`src/rtl/sram_mem_sequencer.sv`:
```
// Sequences one 32-bit MEM-stage access into two half-word cycles on a 16-bit async SRAM.
// Optional build macro: SRAM_POSTED_WRITE_EN (writes run in the background without freezing).
module sram_mem_sequencer #(
    parameter int unsigned WAIT_CYCLES = 3,
    parameter logic [31:0] BASE_ADDR   = 32'd1024
) (
    input  logic        clk,
    input  logic        rst,
    input  logic        mem_read,
    input  logic        mem_write,
    input  logic [31:0] address,
    input  logic [31:0] write_data,
    output logic [31:0] read_data,
    output logic        ready,
    output logic [17:0] sram_addr,
    output logic [15:0] sram_dq_out,
    input  logic [15:0] sram_dq_in,
    output logic        sram_dq_oe,
    output logic        sram_we_n
);

    if (WAIT_CYCLES < 1 || WAIT_CYCLES > 15) begin : g_bad_wait
        $error("WAIT_CYCLES must be in 1..15");
    end

    typedef enum logic [1:0] {
        S_IDLE,
        S_LOW,
        S_HIGH,
        S_DONE
    } state_t;

    localparam logic [3:0] LAST_CNT = 4'(WAIT_CYCLES - 1);

    state_t      state_q, state_d;
    logic [3:0]  cnt_q, cnt_d;
    logic [16:0] word_q, word_d;
    logic [31:0] wdata_q, wdata_d;
    logic        op_write_q, op_write_d;
    logic [31:0] read_data_q, read_data_d;

    logic [31:0] off;
    logic        req;
    logic        last;
    logic        hi;
    logic        unused_off_bits;

    assign off             = address - BASE_ADDR;
    assign unused_off_bits = ^{off[31:19], off[1:0]};
    assign req             = mem_read | mem_write;
    assign last            = (cnt_q == LAST_CNT);
    assign hi              = (state_q == S_HIGH);
    assign read_data       = read_data_q;

    always_ff @(posedge clk or posedge rst) begin
        if (rst) begin
            state_q     <= S_IDLE;
            cnt_q       <= '0;
            word_q      <= '0;
            wdata_q     <= '0;
            op_write_q  <= 1'b0;
            read_data_q <= '0;
        end else begin
            state_q     <= state_d;
            cnt_q       <= cnt_d;
            word_q      <= word_d;
            wdata_q     <= wdata_d;
            op_write_q  <= op_write_d;
            read_data_q <= read_data_d;
        end
    end

    always_comb begin
        state_d     = state_q;
        cnt_d       = cnt_q;
        word_d      = word_q;
        wdata_d     = wdata_q;
        op_write_d  = op_write_q;
        read_data_d = read_data_q;
        ready       = 1'b0;
        sram_we_n   = 1'b1;
        sram_dq_oe  = 1'b0;
        sram_dq_out = '0;
        sram_addr   = {word_q, 1'b0};

        case (state_q)
            S_IDLE: begin
`ifdef SRAM_POSTED_WRITE_EN
                ready = mem_write | ~mem_read;
`else
                ready = ~req;
`endif
                if (req) begin
                    word_d     = off[18:2];
                    wdata_d    = write_data;
                    op_write_d = mem_write;
                    cnt_d      = '0;
                    state_d    = S_LOW;
                end
            end

            S_LOW, S_HIGH: begin
                sram_addr = {word_q, hi};
                if (op_write_q) begin
                    sram_we_n   = 1'b0;
                    sram_dq_oe  = 1'b1;
                    sram_dq_out = hi ? wdata_q[31:16] : wdata_q[15:0];
`ifdef SRAM_POSTED_WRITE_EN
                    // Background write: only a new request has to wait.
                    ready = ~req;
`endif
                end else if (last) begin
                    if (hi) begin
                        read_data_d[31:16] = sram_dq_in;
                    end else begin
                        read_data_d[15:0] = sram_dq_in;
                    end
                end
                if (last) begin
                    cnt_d   = '0;
                    state_d = hi ? S_DONE : S_HIGH;
                end else begin
                    cnt_d = cnt_q + 4'd1;
                end
            end

            S_DONE: begin
`ifdef SRAM_POSTED_WRITE_EN
                ready = op_write_q ? ~req : 1'b1;
`else
                ready = 1'b1;
`endif
                state_d = S_IDLE;
            end

            default: begin
                state_d = S_IDLE;
            end
        endcase
    end

endmodule

```
`config.mk`:
```
export PLATFORM = sky130hd
export DESIGN_NAME = sram_mem_sequencer
export DESIGN_NICKNAME = d
export VERILOG_FILES = /design/src/rtl/sram_mem_sequencer.sv
export SDC_FILE = /design/constraint.sdc
export NUM_CORES = 1
export LEC_CHECK = 0
export ABC_AREA = 1
export CAP_MARGIN = 20
export CORE_UTILIZATION = 44
export DETAILED_ROUTE_END_ITERATION = 10
export PLACE_DENSITY = 0.81
export SYNTH_ARGS = -nofsm -noshare
export SYNTH_HDL_FRONTEND = slang
export SYNTH_SLANG_ARGS = --single-unit
```
`constraint.sdc`:
```
create_clock -name clk -period 3.3 [get_ports clk]
set_clock_uncertainty 0.05 [all_clocks]
set_input_delay 0.66 -clock clk [delete_from_list [all_inputs] [get_ports clk]]
set_output_delay 0.66 -clock clk [all_outputs]
set_load 0.01 [all_outputs]
```
; ---- Yosys cells after proc, flatten, opt, wreduce, memory -nomap -nowiden
; Index checks and enable logic that the tools add are counted.
[op_classes]
n_mux = 16
n_reduce_logical = 8
n_addsub = 2
n_div = 0
n_bitwise = 4
eq_ne = 6
n_lt_le_gt_ge = 0
multipliers = 0
shift = 0
[op_table]
columns = cell, n
row1 = 16-bit two-way mux, 3
row2 = 19-bit by 11-bit subtractor with 19-bit output (second input constant), 1
row3 = 4-bit two-way mux, 2
row4 = 4-bit case mux with 2 select lines, 1
row5 = 4-bit AND reduction, 2
row6 = 1-bit two-way mux, 6
row7 = 2-bit case mux with 3 select lines, 1
row8 = 2-bit AND reduction, 3
row9 = 4-bit by 1-bit adder with 4-bit output (second input constant), 1
row10 = 2-bit == test (second input constant), 2
row11 = 4-bit by 2-bit == test with 1-bit output (second input constant), 1
row12 = 2-bit two-way mux, 2
row13 = 2-bit inequality test (second input constant), 2
row14 = 1-bit inverter, 3
row15 = 2-bit by 1-bit == test with 1-bit output (second input constant), 1
row16 = 2-bit logical NOT, 1
row17 = 1-bit case mux with 2 select lines, 1
row18 = 2-bit nonzero test, 1
row19 = 2-bit OR reduction, 1
row20 = 1-bit OR, 1
[totals]
latch_bits = 0
mem_bits_ro = 0
word_cells = 43
regBits = 88
in_bits = 84
n_memories = 0
ramBits = 0
out_inout_bits = 69

; ---- Longest topological paths before layout
; Gate-level depths: netlist of run 1.
[depth]
ltp_word = 4
ltp_mapped = 8
ltp_nobuf = 8

; ---- Worst setup path after synthesis of run 1
; No wires, ideal clock.
[synth_timing]
path_type = reg-to-output
start = register state_q[0]
end = output port sram_dq_out[10]
n_path_buf = 2
slack_ps = 1145
arrival_ps = 1445
stages_incl_launch_ff = 8
required_time_ps = 2590
cell_sequence = dfrtp_1 > inv_1 > ha_1 > buf_2 > inv_2 > buf_2 > nor2_1 > nor3_1
[synth_between]
elab_chain_cells = 4
word_cells_on_any_way = 6
cone_classes = eq/ne (2) / mux (3) / reduce/logical (1)
[synth_lines]
columns = element, line_no
row1 = start: declaration, 35  ; state_t state_q, state_d;
row2 = start signal: assignment, 64  ; state_q <= state_d;
row3 = 2-bit == test, "52, 86"
row4 = 16-bit two-way mux, 107  ; sram_dq_out = hi ? wdata_q[31:16] : wdata_q[15:0];
row5 = 16-bit two-way mux, 104  ; if (op_write_q) begin
row6 = 16-bit two-way mux (*), 86  ; case (state_q)
row7 = end: declaration, 16  ; output logic [15:0] sram_dq_out,
; Mark *: on every way between the ends. The rest lies on a longest branch, timed or not.

; ---- Worst setup path after layout of run 1
[layout_timing]
start = register state_q[0]
end = output port sram_dq_out[15]
; Same word-level chain as after synthesis.

==> impl_summary.txt, run 1 <==
----------------------------------------------------
[Route]
  Drt wl/cell ... roughly 13 um
  Post-route DRC violation count ... 0
  Routed WL ... between 9 and 10 mm
  Via count ... approximately 3400
  Detail Route Antenna Nets ... 0
  Count of routing violations after the opening detailed-route iteration ... 154
  Detailed-router iteration count before antenna repair ... 4
  Vias per std cell ... 4.77

[Worst setup path]
  FF-to-FF Start ... state_q[0]
  Worst endpoint data arrival time ... about 2400 ps
  Family of cells with the greatest summed delay on the critical path ... buffers and inverters
  Biggest cell delay along the critical path ... 590 ps
  Worst Setup SP ... state_q[0]
  Worst Setup Path Type ... flop to output port
  Startpoint Class ... flop
  WP buf/inv ... 2
  CP endpoint kind ... output port
  Maximum fanout along the worst path ... 18
  Critical-path cell list ... inv_1, ha_1, nand2_4, nor3_1, clkdlybuf4s50_1
  Cell with the largest stage delay on the worst path ... sky130_fd_sc_hd__clkdlybuf4s50_1
  Endpoint required time on the critical path ... around 2600 ps

[Job]
  Max-capacitance violation count ... 0

[Logic synthesis]
  Yosys reg bits ... 88
  Share of the synthesized area in the top cell type ... a little under three fifths
  Top_reg_cell synth ... sky130_fd_sc_hd__dfrtp_1
  Count of flip-flops with a built-in enable after synthesis ... 0
  Post-Synthesis Cell Area ... 0.00391 sq mm
  Proportion of register bits with asynchronous set or reset after synthesis ... 100%
  Average cell area after synthesis ... about 8.4 sq um
  Library cells used by synthesis ... 24
  Post-Synthesis Net Count ... between 500 and 600
  Commonest cells in the synthesized netlist ... 193 x sky130_fd_sc_hd__nand2_1, 88 x sky130_fd_sc_hd__dfrtp_1, 43 x sky130_fd_sc_hd__nor2_1
  Seq/Total Area, Yosys ... between 50% and 60%
  Biggest area contributors in the synthesized netlist ... sky130_fd_sc_hd__dfrtp_1 56%, sky130_fd_sc_hd__nand2_1 19%, sky130_fd_sc_hd__nor2_1 4.1%
  Most numerous cell in the Yosys netlist ... sky130_fd_sc_hd__nand2_1
  Yosys Warn Count ... 0
  Instance count of the mapped netlist ... 465
  Yosys top cell by area ... sky130_fd_sc_hd__dfrtp_1

[Power]
  Internal power of the cells ... about 3.3 mW
  Relative contribution of sequential cells to total power ... a little over a third
  Clock network fraction of design power ... approximately 16%
  Proportion of power drawn by combinational gates ... between 40 and 50%
  Total power density per cell area ... 963 mW/mm^2
  Peak VDD IR ... roughly 370 uV
  Leakage power figure ... 2.72 nW
  Switching share of power ... between 30% and 40%
  Net load switching power ... between 2 and 2.5 mW

[Clock network]
  H-tree Lvls ... 3
  Clock edge transition at the registers on the reported setup and hold paths ... approximately 90 ps
  Number of buffers created by CTS ... 9
  Clock sink total ... between 80 and 90
  Root cell of the clock tree ... sky130_fd_sc_hd__clkbuf_8
  CTS hold repair buffers ... 0
  Post-CTS Setup Bufs ... 0
  Insertion delay of the later-clocked pin in the worst-skew pair ... between 300 and 400 ps
  Max clock buf depth ... 2
  TritonCTS clock tree ... built

[Floorplanning]
  Width of the chip ... a little under 100 um
  Cell row count ... 34
  Die footprint ... between 0.009 and 0.01 sq mm
  IO Pins ... 153
  Placeable core region ... between 0.008 and 0.009 sq mm
  Die Y ... between 90 and 100 um
  Effective utilization at floorplan ... between 40% and 50%

[Timing]
  Final TNS setup ... 0 ps
  Number of setup violations in the final report ... 0
  Unrepaired setup endpoints after global routing ... false
  Peak Freq ... between 300 and 400 MHz
  Final hold slack ... 431 ps
  Slew HR ... a little under three fifths
  Slew Limit Fails ... 0
  Worst-Margin Slew ... roughly 660 ps
  Final worst path period share ... approximately 95%
  Post-layout min period ... between 3000 and 4000 ps
  Final Hold Violating Endpoints ... 0

[Run status]
  Run status ... finished, final reports clean

[Worst hold path]
  Worst min-delay path class ... flop to flop
  Origin of the worst min-delay path ... wdata_q[3]

[GRT]
  Total Routing Usage GR ... about a fifth
  Largest net degree at the start of global routing ... between 50 and 60
  Via count of the first global-routing pass ... between 3000 and 4000
  Remaining global-route overflow ... 0
  Initial antenna violation count ... 0
  Wire length of the first global-routing pass ... around 15 mm

[Final layout]
  Count of antenna diodes in the layout ... 0
  Area growth from synthesis to layout ... 43.0%
  Share of cells above drive strength 1 ... slightly below 7%
  Nets ... a little under 700

[Place]
  Detailed placer's ending HPWL ... 6.72 mm
  Final GP Congestion ... 0.777
  Count of port buffers added during placement ... roughly 140

----------------------------------------------------
per-layer routing:
metal	vias to the layer above	routed length [um]	GRT usage, %
met5	-	0	0
li1	1715	-	-
met4	0	325	10.6
met1	1557	4200	27.4
met2	98	4620	34.7
met3	26	420	3.79
cell families (layout without fill, tap and decap cells):
group / count (synthesis) / in the layout / share of synthesized area, %
adder cells (fa/ha/maj): 6 / 6 / 1.92
buffers and inverters: 52 / 191 / 6.15
AO/OA/AOI/OAI: 52 / 52 / 7.78
flip-flops: 88 / 88 / 56.3
AND/OR/NAND/NOR: 264 / 264 / 27.1
XOR/XNOR: 3 / 3 / 0.672
worst paths after layout:
check | slack (ps) | to | depth (start not counted)
min reg2reg | 430 | wdata_q[3] | 2
min | 430 | wdata_q[3] | 2
max | 150 | sram_dq_out[15] | 5
max in group asynchronous | 1900 | wdata_q[19] | 3
min in group asynchronous | 600 | read_data[30] | 2
max reg2reg | 1130 | read_data[13] | 6
cells in the final DEF (no fill, tap or decap):
master,count
sky130_fd_sc_hd__inv_1,29
sky130_fd_sc_hd__clkdlybuf4s50_1,137
sky130_fd_sc_hd__nand2_4,1
sky130_fd_sc_hd__o21bai_1,1
sky130_fd_sc_hd__clkinv_4,1
sky130_fd_sc_hd__dfrtp_1,88
sky130_fd_sc_hd__nand3_2,1
sky130_fd_sc_hd__nand2_1,193
sky130_fd_sc_hd__ha_1,6
sky130_fd_sc_hd__nand4_4,1
sky130_fd_sc_hd__a21oi_1,2
sky130_fd_sc_hd__nand4_1,2
sky130_fd_sc_hd__inv_2,3
sky130_fd_sc_hd__inv_6,2
sky130_fd_sc_hd__bufinv_16,2
sky130_fd_sc_hd__nand3_1,5
sky130_fd_sc_hd__clkinv_2,1
sky130_fd_sc_hd__o21ai_2,10
sky130_fd_sc_hd__nand2_2,1
sky130_fd_sc_hd__o21ai_1,23
sky130_fd_sc_hd__clkinvlp_4,2
sky130_fd_sc_hd__xor2_1,1
sky130_fd_sc_hd__nor2_4,1
sky130_fd_sc_hd__nor2_1,43
sky130_fd_sc_hd__xnor2_1,2
sky130_fd_sc_hd__clkbuf_8,9
sky130_fd_sc_hd__buf_4,4
sky130_fd_sc_hd__buf_12,1
sky130_fd_sc_hd__o21ai_0,15
sky130_fd_sc_hd__nor3_1,15
sky130_fd_sc_hd__nand3b_1,1
sky130_fd_sc_hd__o21ai_4,1
registers in the layout (all words and copies together), names as in the netlist:
register	count
cnt_q	4
read_data	32
op_write_q	1
state_q	2
word_q	17
wdata_q	32
layout make-up:
| cell class | instances | area [sq um] |
|---|---|---|
| Clock buffer | 9 | 124 |
| Clock inverter | 7 | 101 |
| Fill cell | 742 | 3090 |
| Inverter | 33 | 125 |
| Multi-Input combinational cell | 325 | 1480 |
| Sequential cell | 88 | 2200 |
| Tap cell | 108 | 135 |
| Timing Repair Buffer | 142 | 1420 |
power by group through the flow:
stage,clock network [mW],registers (mW),logic (mW)
after global routing,0.891,1.99,2.93
after CTS,0.856,1.92,2.66
after detailed placement,0,1.93,2.64
after floorplan,0,2.04,1.28
final,0.836,1.92,2.62
after global placement,0,1.91,2.57
metrics by stage:
step                      util [%]  setup WS [ps]  cells  power (mW)  instance area (sq um)
after global routing          64.4           24.2    712        5.81                   5590
after global placement        61.7            505    696        4.48                   5360
after detailed placement      61.7            443    696        4.57                   5360
after floorplan                  -            311    465        3.31                   3910
final                         64.4            151    712        5.38                   5590
after CTS                     64.3           44.9    712        5.43                   5580
tightest hold or removal path: cells and delay by family, from the launching register on:
kind | cells | cell delay (ps)
simple gates | 2 | 110
flops | 1 | 340
what timing repair did:
item / CTS / global route
resized for setup: 0 / 1
hold endpoints to repair: 0 / 0
setup endpoints to repair: 0 / 3
(Power assumes the default switching activity.)
==> run 2: changes to the inputs <==
--- a/config.mk
+++ b/config.mk
@@ -10,6 +10,8 @@
 export CORE_UTILIZATION = 44
 export DETAILED_ROUTE_END_ITERATION = 10
 export PLACE_DENSITY = 0.81
+export SKIP_CTS_REPAIR_TIMING = 1
+export SLEW_MARGIN = 5
 export SYNTH_ARGS = -nofsm -noshare
 export SYNTH_HDL_FRONTEND = slang
 export SYNTH_SLANG_ARGS = --single-unit
==> results of run 2 <==
No change in the layout: final DEF, timing and power equal those of run 1.
